===== config.mk =====
export PLATFORM = sky130hd
export DESIGN_NAME = uart_tx_fifo
export DESIGN_NICKNAME = d
export VERILOG_FILES = /design/src/rtl/uart_tx_fifo.sv
export SDC_FILE = /design/constraint.sdc
export NUM_CORES = 1
export LEC_CHECK = 0
export ABC_AREA = 1
export CAP_MARGIN = 5
export CORE_ASPECT_RATIO = 1.4
export CORE_UTILIZATION = 50
export CTS_BUF_LIST = sky130_fd_sc_hd__clkbuf_4 sky130_fd_sc_hd__clkbuf_8
export DETAILED_ROUTE_END_ITERATION = 16
export PLACE_DENSITY_LB_ADDON = 0.08
export SLEW_MARGIN = 20
export SYNTH_ARGS = -nofsm -noshare
export SYNTH_HDL_FRONTEND = slang
export SYNTH_SLANG_ARGS = --single-unit

===== constraint.sdc =====
create_clock -name clk -period 2.4 [get_ports clk]
set_input_delay 0.48 -clock clk [delete_from_list [all_inputs] [get_ports clk]]
set_output_delay 0.48 -clock clk [all_outputs]
set_load 0.02 [all_outputs]

===== src/rtl/uart_tx_fifo.sv =====
// rtl/uart_tx_fifo.sv - byte FIFO and transmit sequencer feeding uarttop's dintx/newd handshake
module uart_tx_fifo #(
  parameter int DEPTH = 16,
  parameter int AW    = $clog2(DEPTH)
) (
  input  logic          clk,
  input  logic          rst,
  input  logic          wr_en,
  input  logic [7:0]    wr_data,
  output logic          full,
  output logic          empty,
  output logic [AW:0]   count,
  output logic          overflow,
  output logic [7:0]    dintx,
  output logic          newd,
  input  logic          donetx,
  output logic          busy
);

  typedef enum logic [1:0] {S_IDLE, S_LOAD, S_SEND, S_GAP} state_e;

  localparam logic [AW:0] FULL_COUNT = (AW + 1)'(DEPTH);

  state_e          state_q, state_d;
  logic [7:0]      mem_q [DEPTH];
  logic [AW-1:0]   wr_ptr_q, wr_ptr_d;
  logic [AW-1:0]   rd_ptr_q, rd_ptr_d;
  logic [AW:0]     count_q, count_d;
  logic            overflow_q, overflow_d;
  logic            done_q, done_d;
  logic [7:0]      dintx_q, dintx_d;
  logic            wr_accept;
  logic            pop;
  logic            done_rise;

  assign full     = (count_q == FULL_COUNT);
  assign empty    = (count_q == '0);
  assign count    = count_q;
  assign overflow = overflow_q;
  assign dintx    = dintx_q;
  assign newd     = (state_q == S_SEND);
  assign busy     = (state_q != S_IDLE);

  always_comb begin
    wr_accept  = wr_en && !full;
    pop        = (state_q == S_LOAD);
    done_rise  = donetx && !done_q;
    done_d     = donetx;
    overflow_d = wr_en && full;
    wr_ptr_d   = wr_ptr_q;
    rd_ptr_d   = rd_ptr_q;
    count_d    = count_q;
    dintx_d    = dintx_q;
    state_d    = state_q;

    if (wr_accept) wr_ptr_d = wr_ptr_q + 1'b1;
    if (pop) rd_ptr_d = rd_ptr_q + 1'b1;

    case ({wr_accept, pop})
      2'b10:   count_d = count_q + 1'b1;
      2'b01:   count_d = count_q - 1'b1;
      default: count_d = count_q;
    endcase

    case (state_q)
      S_IDLE: if (!empty) state_d = S_LOAD;
      S_LOAD: begin
        dintx_d = mem_q[rd_ptr_q];
        state_d = S_SEND;
      end
      S_SEND: if (done_rise) state_d = S_GAP;
      // Wait for donetx to drop so uarttop never sees a stale done with a new request.
      S_GAP:  if (!donetx) state_d = S_IDLE;
      default: state_d = S_IDLE;
    endcase
  end

  always_ff @(posedge clk) begin
    if (wr_accept) mem_q[wr_ptr_q] <= wr_data;
  end

  always_ff @(posedge clk) begin
    if (rst) begin
      state_q    <= S_IDLE;
      wr_ptr_q   <= '0;
      rd_ptr_q   <= '0;
      count_q    <= '0;
      overflow_q <= 1'b0;
      done_q     <= 1'b1;
      dintx_q    <= 8'h00;
    end else begin
      state_q    <= state_d;
      wr_ptr_q   <= wr_ptr_d;
      rd_ptr_q   <= rd_ptr_d;
      count_q    <= count_d;
      overflow_q <= overflow_d;
      done_q     <= done_d;
      dintx_q    <= dintx_d;
    end
  end

endmodule


# Word level (Yosys, flattened, before mapping)
# Memories as Yosys holds them, arrays and structs flattened. A register that Yosys moved wholly into a read port is not among the register bits.
# Cells that the tools add are included.
[op_classes]
eq_ne = 9
addsub = 4
n_reduce_logical = 10
n_mux = 7
[ops]
columns = ["op", "n"]
rows = [
  ["case mux 5 bit (2 select lines)", 1],
  ["adder 4 x 1 -> 4 bit (second input constant)", 2],
  ["case mux 2 bit (4 select lines)", 1],
  ["== test 2 bit (second input constant)", 3],
  ["two-way mux 2 bit", 3],
  ["adder 5 x 1 -> 5 bit (second input constant)", 1],
  ["== test 5 bit (second input constant)", 1],
  ["zero test 5 bit", 1],
  ["subtractor 5 x 1 -> 5 bit (second input constant)", 1],
  ["== test 2 x 1 -> 1 bit (second input constant)", 2],
  ["!= test 2 bit (second input constant)", 2],
  ["nonzero test 2 bit", 2],
  ["logical AND 1 bit", 3],
  ["AND reduction 3 bit", 1],
  ["zero test 1 bit", 2],
  ["zero test 2 bit", 1],
  ["two-way mux 1 bit", 2],
  ["!= test 2 x 1 -> 1 bit (second input constant)", 1],
]
[totals]
input_bits = 12
out_inout_bits = 18
n_memories = 1
mem_bits_rw = 128
word_cells = 37
ff_bits = 17
[mem_list]
columns = ["memory", "depth", "width", "rd", "rd_clocked_by_memory_dff", "wr", "line", "text"]
rows = [
  ["mem_q", 16, 8, 1, 1, 1, "25", "logic [7:0] mem_q [DEPTH];"],
]

# Longest topological paths before layout
[depth]
ltp_word = 5
depth_mapped = 14
mapped_depth_nobuf = 14

# Least setup slack after synthesis
# No wires, ideal clock.
[synth_path]
path_type = "register -> register"
start = "reg count_q[0] (netlist: count[0])"
end = "reg count_q[4] (netlist: count[4])"
n_path_buf = 0
required_ns = 2.268
path_slack_ns = 0.404
arrival_time_ns = 1.864
path_stages_with_launch = 15
period_less_slack_ns = 1.996
path_cell_list = "dfxtp_1 inv_1 nand4_2 nand2_2 ha_1 xor2_1 ha_1 inv_1 nand2_1 nand3_1 nand2_1 nand2_1 nand2_1 nand2_1 a21oi_1"
[synth_between]
elab_chain_len = 5
word_cells_on_any_way = 9
[synth_lines]
columns = ["item", "line", "text"]
rows = [
  ["start: declaration", "28", "logic [AW:0] count_q, count_d;"],
  ["start signal: assignment", "95", "count_q <= count_d;"],
  ["== test 5 bit", "36", "assign full = (count_q == FULL_COUNT);"],
  ["zero test 1 bit", "45", "wr_accept = wr_en && !full;"],
  ["logical AND 1 bit", "45", ""],
  ["== test 2 x 1 -> 1 bit / == test 2 bit (equally long branches)", "59", "case ({wr_accept, pop})"],
  ["case mux 5 bit (2 select lines) / nonzero test 2 bit (equally long branches)", "--", ""],
]
# Parallel ways exist; a longest one is shown, timed or not.
# A chain may end at the register's enable or synchronous reset.

# Worst setup path after layout
[layout_path]
start = "reg count_q[2] (netlist: count[2])"
end = "out full"
[layout_between]
elab_chain_len = 1
[layout_lines]
columns = ["item", "line", "text"]
rows = [
  ["== test 5 bit", "36", ""],
  ["end: declaration", "10", "output logic full,"],
]
# No other way between the ends.

==> flow_summary.json <==
{
  "nets": 689,
  "crit_slowest_cell": "clkdlybuf4s50_1",
  "synth_cell_types": 24,
  "crit_path_cell_trace": "nor2_1 -> nand4_2 -> inv_1 -> clkdlybuf4s50_1",
  "clkPwrFrac": 0.262,
  "p_comb_frac": 0.301,
  "status": "finished, final reports clean",
  "rsz0062_at_grt": "no",
  "finalInstanceArea_sq_mm": 0.00740,
  "post_cts_buffers": 0,
  "synthCells": 620,
  "arrival_ns": 1.83,
  "crit_family": "buffers and inverters",
  "whs_ns": 0.531,
  "switching_share": 0.363,
  "ir_drop_v": 0.000414,
  "pwr-share-seq": 0.437,
  "power_mw": 7.19,
  "max_stage_delay_ns": 0.59,
  "synthTopCellsByArea": "edfxtp_1 (59%), nand2_1 (12%), nand3_1 (8.6%)",
  "rows": 49,
  "dieHeight_um": 137,
  "p_per_area_mw_per_mm2": 973,
  "io_pins": 30,
  "cts_buffers": 17,
  "yosysMostFrequentCell": "nand2_1",
  "endpoint": "full",
  "maxCapViolCount": 0,
  "synthFlopType": "edfxtp_1",
  "drive_gt1_frac": 0.0975,
  "portBuffers": 29,
  "p_leak_nw": 2.90,
  "place_hpwl_um": 9200,
  "ys_seq_elements": 153,
  "cp_max_fo": 5,
  "yosys_warnings": 0,
  "critPathLaunch": "count[2]",
  "syn_nets": 645,
  "avgSynthCellArea_sq_um": 10.6,
  "n_antenna_cell": 0,
  "dieWidth_um": 98.7,
  "grt.overflow.total": 0,
  "relSlewSlack": 0.504,
  "setup_tns_ns": 0,
  "n_fill_cell": 1109,
  "routabilityCongestion": 0.856,
  "dieArea_sq_mm": 0.0136,
  "postRouteAntennaNets": 0,
  "num_vias": 4407,
  "cts_root_buf": "clkbuf_8",
  "worst-path-stages": 4,
  "yosys.area.top_type_share": 0.587,
  "hold_viol": 0,
  "grt_pass1_vias": 4144,
  "reg2reg_depth": 14,
  "wl_um": 14600,
  "placed_area_sq_mm": 0.00700,
  "grt-busiest-layer": "met2",
  "synth_top_cells_by_count": "nand2_1 (203), edfxtp_1 (128), nand3_1 (113)",
  "track_usage": 0.229,
  "firstDrtPassIters": 5,
  "r2r-start": "count[2]",
  "start_util": 0.511,
  "synth_edf_count": 128,
  "drt-initial-drc-count": 256,
  "met1_usage": 0.291,
  "clock_sinks": 153,
  "seqCellArea_sq_mm": 0.00435,
  "design.core.area_sq_mm": 0.0128,
  "required_ns": 1.92,
  "clock_latency_ns": 0.45,
  "p_int_mw": 4.58,
  "dp_slack_ns": 0.0405,
  "power.switching_mw": 2.61,
  "cp-end-kind": "output pin",
  "finalNonFillerCells": 830,
  "finish.utilization": 0.577,
  "synth_top_area_cell": "edfxtp_1",
  "setup_slack_ns": 0.0944,
  "met2_usage": 0.394,
  "regToRegSetupSlack_ns": 0.29,
  "critPathBufInv": 2,
  "timing.rr.end": "count[4]",
  "grt_start_max_net_pins": 67,
  "fin_crit_ns": 2.31,
  "vias_per_cell": 5.31,
  "route.detailed.drc": 0,
  "cts_tree": "built",
  "slew_viol_final": 0,
  "fmax_mhz": 434,
  "antenna_found_initial": 0,
  "critical_path_class": "reg2out",
  "grt_pass1_wl_um": 22500,
  "cts_max_level": 4,
  "clock_path_buffers": 2,
  "netlist_area_sq_mm": 0.00654,
  "wl_per_cell_um": 17.6,
  "dp.cells": 798,
  "seq_area_frac_synth": 0.664,
  "setup_violations": 0,
  "worst_hold_path_type": "reg2reg",
  "fin_worst_skew_ns": 0.0141,
  "tightest_slew_ns": 0.742,
  "gr-usage-met3": 0.0452,
  "area_growth_pct": 13.0,
  "critPathLaunchType": "register",
  "clk_pin_slew_worst_paths_ns": 0.09,
  "fin_crit_sh": 0.961,
  "async_reset_ff_frac": 0,
  "multiInputGateArea_sq_mm": 0.00184
}
state kept, by name, summed over array words and instances (netlist names):
register	flops
mem_q	128
dintx	8
count	5
rd_ptr_q	4
wr_ptr_q	4
state_q	2
done_q	1
overflow	1
how the worst min path moves through the flow:
stage | startpoint | end | slack, ns | depth (start not counted)
5_1_grt | wr_ptr_q[3] | wr_ptr_q[3] | 0.55 | 2
3_3_place_gp | wr_ptr_q[3] | wr_ptr_q[3] | 0.49 | 2
4_1_cts | wr_ptr_q[3] | wr_ptr_q[3] | 0.52 | 2
3_5_place_dp | wr_ptr_q[3] | wr_ptr_q[3] | 0.51 | 2
2_1_floorplan | wr_ptr_q[3] | wr_ptr_q[3] | 0.47 | 2
6_report | wr_ptr_q[3] | wr_ptr_q[3] | 0.53 | 2
layer usage:
metal	share of wire	vias up
met2	0.51	116
met3	0.039	15
met5	0	-
met4	0.017	0
met1	0.44	2090
li1	-	2186
area by class of cell:
type / count / share of cell area
Inverter: 36 / 0.0186
Clock buffer: 17 / 0.0316
Tap cell: 153 / 0.0259
Multi-Input combinational cell: 402 / 0.248
Clock inverter: 15 / 0.0215
Timing Repair Buffer: 54 / 0.0667
Sequential cell: 153 / 0.588
cell usage in the layout, fill, tap and decap left out, drive strengths merged, types with 2 or more instances in the layout:
cell type      synthesis  final
a21oi                 12     12
buf                   27     25
clkbuf                 2     17
clkdlybuf4s50          0     28
clkinv                 0      8
dfxtp                 25     25
edfxtp               128    128
ha                    13     13
inv                   36     43
nand2                205    205
nand3                113    113
nor2                  41     41
nor3                   2      2
o21ai                  8      8
xor2                   4      4
power groups by stage:
| stage | registers (mW) | logic [mW] | clock network, mW |
|---|---|---|---|
| after global placement | 3.20 | 2.13 | 0 |
| after floorplan | 3.29 | 1.50 | 0 |
| after CTS | 3.15 | 2.19 | 1.93 |
| after global routing | 3.16 | 2.43 | 2.05 |
| final | 3.14 | 2.16 | 1.89 |
| after detailed placement | 3.21 | 2.18 | 0 |
tightest hold or removal path, delay by kind of cell, from the launching register on:
kind,cells,cell delay (ns)
compound gates,1,0.06
flops,1,0.35
simple gates,1,0.08
repair_timing:
| action | 4_1_cts | 5_1_grt |
|---|---|---|
| resized for setup | 0 | 1 |
| hold buffers | 0 | 0 |
| endpoints found under the setup margin | 0 | 1 |
logic make-up after synthesis:
group                    count (synthesis)  synth area share
AO/OA/AOI/OAI                           22            0.0176
XOR/XNOR                                 4           0.00535
adder cells (fa/ha/maj)                 13            0.0249
buffers and inverters                   65            0.0555
flip-flops                             153             0.664
AND/OR/NAND/NOR                        363             0.233
Note: power is estimated with default switching activity, not from simulation.
